$ cat src/rtl/masked_round_controller.sv
// Round/stage sequencer for masked low-latency block-cipher cores.
// Steps through NUM_ROUNDS rounds of SBOX_STAGES register stages each, stalling
// on every stage until fresh mask randomness is available.
module masked_round_controller #(
    parameter int unsigned NUM_ROUNDS  = 16,
    parameter int unsigned SBOX_STAGES = 2,
    parameter int unsigned ROUND_W     = 4,
    parameter int unsigned STAGE_W     = 2
) (
    input  logic               clk,
    input  logic               reset_n,
    input  logic               start,
    input  logic               rand_ready,
    output logic               rand_req,
    output logic [ROUND_W-1:0] round,
    output logic [STAGE_W-1:0] stage,
    output logic               round_start_select,
    output logic               last_round,
    output logic               en,
    output logic               busy,
    output logic               done
);

    localparam logic [1:0] StIdle = 2'd0;
    localparam logic [1:0] StLoad = 2'd1;
    localparam logic [1:0] StRun  = 2'd2;
    localparam logic [1:0] StDone = 2'd3;

    localparam logic [ROUND_W-1:0] LastRound = ROUND_W'(NUM_ROUNDS - 1);
    localparam logic [STAGE_W-1:0] LastStage = STAGE_W'(SBOX_STAGES - 1);

    logic [1:0]         state_q, state_d;
    logic [ROUND_W-1:0] round_q, round_d;
    logic [STAGE_W-1:0] stage_q, stage_d;

    // Next-state and counter update; counters only move on an advance in RUN.
    always_comb begin
        state_d = state_q;
        round_d = round_q;
        stage_d = stage_q;
        case (state_q)
            StIdle, StDone: begin
                if (start) begin
                    state_d = StLoad;
                    round_d = '0;
                    stage_d = '0;
                end
            end
            StLoad: begin
                state_d = StRun;
            end
            StRun: begin
                if (rand_ready) begin
                    if (stage_q == LastStage) begin
                        stage_d = '0;
                        // Final advance leaves round parked at the last index.
                        if (round_q == LastRound) begin
                            state_d = StDone;
                        end else begin
                            round_d = round_q + ROUND_W'(1);
                        end
                    end else begin
                        stage_d = stage_q + STAGE_W'(1);
                    end
                end
            end
            default: begin
                state_d = StIdle;
            end
        endcase
    end

    // State and counter registers with asynchronous abort.
    always_ff @(posedge clk or negedge reset_n) begin
        if (!reset_n) begin
            state_q <= StIdle;
            round_q <= '0;
            stage_q <= '0;
        end else begin
            state_q <= state_d;
            round_q <= round_d;
            stage_q <= stage_d;
        end
    end

    // Output decodes; all pure functions of state, counters and rand_ready.
    always_comb begin
        round_start_select = (state_q == StLoad);
        rand_req           = (state_q == StRun);
        en                 = (state_q == StLoad) || ((state_q == StRun) && rand_ready);
        busy               = (state_q == StLoad) || (state_q == StRun);
        done               = (state_q == StDone);
        last_round         = (state_q == StRun) && (round_q == LastRound);
        round              = round_q;
        stage              = stage_q;
    end

endmodule

$ cat config.mk
export PLATFORM = sky130hd
export DESIGN_NAME = masked_round_controller
export DESIGN_NICKNAME = d
export VERILOG_FILES = /design/src/rtl/masked_round_controller.sv
export SDC_FILE = /design/constraint.sdc
export NUM_CORES = 1
export LEC_CHECK = 0
export CORE_AREA = 3 3 40 42
export CTS_BUF_LIST = sky130_fd_sc_hd__clkbuf_2
export DETAILED_ROUTE_END_ITERATION = 16
export DIE_AREA = 0 0 43 45
export GPL_TIMING_DRIVEN = 0
export HOLD_SLACK_MARGIN = 0.03
export PLACE_DENSITY = 0.69
export SLEW_MARGIN = 10
export SYNTH_ARGS = -nofsm -noshare
export SYNTH_HDL_FRONTEND = slang
export SYNTH_SLANG_ARGS = --single-unit
$ cat constraint.sdc
create_clock -name clk -period 2 [get_ports clk]
set_input_delay 0.4 -clock clk [delete_from_list [all_inputs] [get_ports clk]]
set_output_delay 0.4 -clock clk [all_outputs]
set_load 0.01 [all_outputs]
### Yosys cells after proc, flatten, opt, wreduce, memory -nomap -nowiden

Cells that the tools add are included.

| cells by class | value |
|---|---|
| add/subtract/negate cells | 2 |
| eq/ne operators | 10 |
| mux-type cells | 14 |
| reductions and logical operators | 10 |

Operators by type and width:

| operator | number |
|---|---|
| two-way mux 4 bit | 4 |
| two-way mux 2 bit | 7 |
| one-hot mux 4 bit (2 select lines) | 1 |
| inequality test 2 bit (second input constant) | 3 |
| one-hot mux 2 bit (3 select lines) | 1 |
| AND reduction 5 bit | 1 |
| adder 4 x 1 -> 4 bit (second input constant) | 1 |
| == test 2 x 1 -> 1 bit (second input constant) | 2 |
| == test 2 bit (second input constant) | 2 |
| == test 4 bit (second input constant) | 1 |
| inequality test 2 x 1 -> 1 bit (second input constant) | 2 |
| one-hot mux 2 bit (2 select lines) | 1 |
| AND reduction 4 bit | 1 |
| AND reduction 3 bit | 1 |
| adder 2 x 1 -> 2 bit (second input constant) | 1 |
| logical AND 1 bit | 2 |
| logical NOT 2 bit | 1 |
| logical OR 1 bit | 2 |
| nonzero test 2 bit | 1 |
| OR reduction 2 bit | 1 |

| storage, ports and cells | value |
|---|---|
| flip-flop bits (word level) | 8 |
| input bits | 4 |
| output and inout bits | 12 |
| word-level logic and storage cells | 39 |

### Logic depth before layout (Yosys ltp)

| depth | value |
|---|---|
| word-level depth | 5 |
| gate-level depth with buffers | 6 |
| depth with buffers taken out | 6 |

### Least setup slack after synthesis

OpenSTA, ideal clock, no wires.

| timing | value |
|---|---|
| kind | reg2reg |
| start point | reg state_q[0] |
| end point | reg round_q[0], in the netlist round[0] |
| setup time | 0.125 ns |
| arrival time | 1.676 ns |
| path slack | 0.199 ns |
| stages on the path, launching flop included | 7 |
| cells stage by stage | dfrtp_1 > inv_1 > ha_1 > inv_2 > or3b_1 > a21o_1 > mux2_4 |

| on the way | value |
|---|---|
| elaborated cells on any way between the ends | 11 |

RTL lines:

| what | line | source |
|---|---|---|
| start: declaration | 32 | `logic [1:0] state_q, state_d;` |
| start signal: assignment | 76 | `state_q <= StIdle;` |
| start signal: assignment | 80 | `state_q <= state_d;` |
| == test 2 bit * | n/a |  |
| named net rand_req | 14 | `output logic rand_req,` |
| inequality test 2 bit (no source line), or another cell as far along | n/a |  |
| AND reduction 5 bit (no source line) | n/a |  |
| end signal: assignment | 81 | `round_q <= round_d;` |
| end: declaration | 33 | `logic [ROUND_W-1:0] round_q, round_d;` |

Mark *: on every way through the listed nets, which the timed path passes. The rest lies on a longest branch.
A chain may end at the register's enable or synchronous reset.

### Worst setup path in the final report

| timing | value |
|---|---|
| start point | reg state_q[0] |
| end point | out rand_req |

| on the way | value |
|---|---|
| cells in the longest elaborated chain, start to end | 1 |

Ends and longest elaborated chain:

| what | line | source |
|---|---|---|
| == test 2 bit | 89 | `rand_req = (state_q == StRun);` |
| end: declaration | 14 |  |

No other way between the ends.

==> flow_summary_export.csv <==
group,metric,value,unit
timing,clock-skew-final,0.004055,ns
floorplan,io_pins,16,
route,avgRoutedWirePerCell,12.91,µm
timing,post-route-period-util,0.9608,
cts,cts_hold_buffers,0,
cts,clock_path_buffers,2,
route,drc,0,
synthesis,netlist_area,523.0,µm²
route,vias,447,
pwr,finalPower,1.017,mW
timing,hold_violations,0,
timing,worst_pin_slew,0.3871,ns
timing,rsz0062_at_grt,"no",
cts,clkSlewWorstSetupHoldPaths,0.07,ns
outcome,outcome,"finished clean",
timing,setup_viol,0,
placement,place_ws,-0.03722,ns
cts,cts_tree,"built",
timing,slew_headroom,0.7411,
grt,grt_max_degree,9,
cts,clk-insertion-delay-late,0.24,ns
pwr,peakVddDrop,0.7506,mV
timing,slew_violations,0,
timing,setup_slack,0.07843,ns
setup_path,crit_type,"reg -> out",
pwr,p_leak,0.3648,nW
timing,holdWs,0.4452,ns
route,vias_per_cell,5.138,
synthesis,synth.distinct_cells,22,
finish,drive_above_1_share,0.2083,
finish,final_area,750.7,µm²
synthesis,yosysSeqAreaShare,0.3828,
synthesis,ys.flop_type,"dfrtp_1",
synthesis,synthArstFlopShare,1.000,
placement,post-dp-hpwl,834.4,µm
synthesis,synthCells,52,
floorplan,core,0.001285,mm²
cts,numCtsBuffers,3,
synthesis,synth_edf_count,0,
floorplan,die_w,43,µm
floorplan,initial_core_util,0.4070,
setup_path,crit_arrival,1.52,ns
setup_path,crit_path_end_kind,"output port",
placement,port_buffers,15,
grt,antenna_found_initial,0,
min_path,min_path_type,"in -> async",
finish,syn2layout_area_growth,43.54,%
setup_path,crit_required,1.60,ns
finish,final_cell_mix,"clkdlybuf4s50_1 (11), dfrtp_1 (7), o21ai_0 (4), ha_1 (4)",
grt,overflow,0,
placement,dpl_cell_area,691.9,µm²
finish,nets,84,
pwr,power_density,1355,mW/mm²
synthesis,synth.avg_cell_area,10.06,µm²
timing,max_freq,520.4,MHz
timing,post-route-min-period,1.922,ns
setup_path,cp_max_fo,8,
route,final_antenna_net_count,0,
floorplan,rows,13,
floorplan,die_y,45,µm
synthesis,syn_nets,62,
cts,cts_root_buffer,"clkbuf_2",
grt,grt_pass1_wl,1731,µm
synthesis,synth-seq-cells,8,
cts,cts_sinks,8,
cts,htree_levels,1,
job,cap_viol_max_count,0,
route,routed_wl,1123,µm
placement,gp_congestion,0.7252,
route,drt_first_pass_iters,3,
floorplan,die_area,0.001935,mm²
finish,layout_commonest_cell,"clkdlybuf4s50_1",
route,drt-initial-drc-count,8,
grt,track_usage,0.1266,
finish,antenna_cells,0,
grt,grt_pass1_vias,403,
synthesis,synth_warnings,0,
setup_path,worst_setup_path_start_kind,"flip-flop",
==> Yosys cell counts, drive strengths merged (2+ instances only) <==
| master | count | area share |
|---|---|---|
| nand2 | 3 | 0.022 |
| nand2b | 3 | 0.045 |
| nor2 | 2 | 0.014 |
| ha | 6 | 0.14 |
| a21o | 2 | 0.029 |
| nand3 | 2 | 0.019 |
| inv | 5 | 0.036 |
| a22o | 4 | 0.069 |
| nor2b | 3 | 0.036 |
| o21ai | 4 | 0.038 |
| mux2i | 3 | 0.057 |
| dfrtp | 8 | 0.38 |
==> power breakdown <==
group / switching (mW) / internal, mW / leakage (nW)
registers: 0.0553 / 0.202 / 0.104
clock network: 0.0529 / 0.0408 / 0.0125
logic: 0.312 / 0.354 / 0.248
==> cells by family (layout without fill, tap and decap cells) <==
logic type	after synthesis	count (layout)	share of synthesized area
multiplexers	4	4	0.08612
adder cells (fa/ha/maj)	6	6	0.1435
AND/OR/NAND/NOR	15	15	0.1627
buffers and inverters	5	25	0.03587
flip-flops	8	8	0.3828
AO/OA/AOI/OAI	14	14	0.1890
==> final cells by class <==
type | count | area [µm²]
Clock buffer | 3 | 15.01
Fill cell | 127 | 534.3
Inverter | 5 | 18.77
Multi-Input combinational cell | 39 | 329.1
Sequential cell | 8 | 201.4
Tap cell | 15 | 18.77
Timing Repair Buffer | 17 | 167.7
==> sequential cells by signal (all words and copies together), names as in the netlist <==
register	count
round	4
stage	2
state_q	2
==> layer usage <==
metal / vias up / global-route usage / wire length, µm
li1: 224 / - / -
met1: 211 / 0.1499 / 498
met2: 10 / 0.1976 / 548
met3: 2 / 0.07171 / 68
met4: 0 / 0.03614 / 8
met5: - / 0 / 0
==> worst paths after layout <==
kind	from	end	slack (ns)	cells past startpoint
max	state_q[0]	rand_req	0.08	3
min	reset_n	stage[1]	0.45	1
max reg2reg	state_q[0]	round[0]	0.22	6
min reg2reg	stage[1]	stage[1]	0.57	1
max in group asynchronous	reset_n	state_q[1]	1.25	1
min in group clk	stage[1]	stage[1]	0.57	1
==> worst max-delay path, cell delays in order (launching register included) <==
cell and delay (ns):
dfrtp_1 0.42, inv_2 0.13, ha_4 0.20, clkdlybuf4s50_1 0.54
==> through the flow <==
stage,instances,TNS (ns),util
after CTS,87,0,0.5803
after global placement,82,-0.03437,0.5385
after global routing,87,0,0.5842
after detailed placement,82,-0.03722,0.5385
final,87,0,0.5842
after floorplan,52,0,-
==> what timing repair did <==
action / 4_1_cts / 5_1_grt
cloned: 0 / 0
gates resized for setup: 8 / 2
hold endpoints to repair: 0 / 0
endpoints found under the setup margin: 4 / 2
buffers inserted: 2 / 0
No activity file was read; power rests on OpenSTA's default activity.
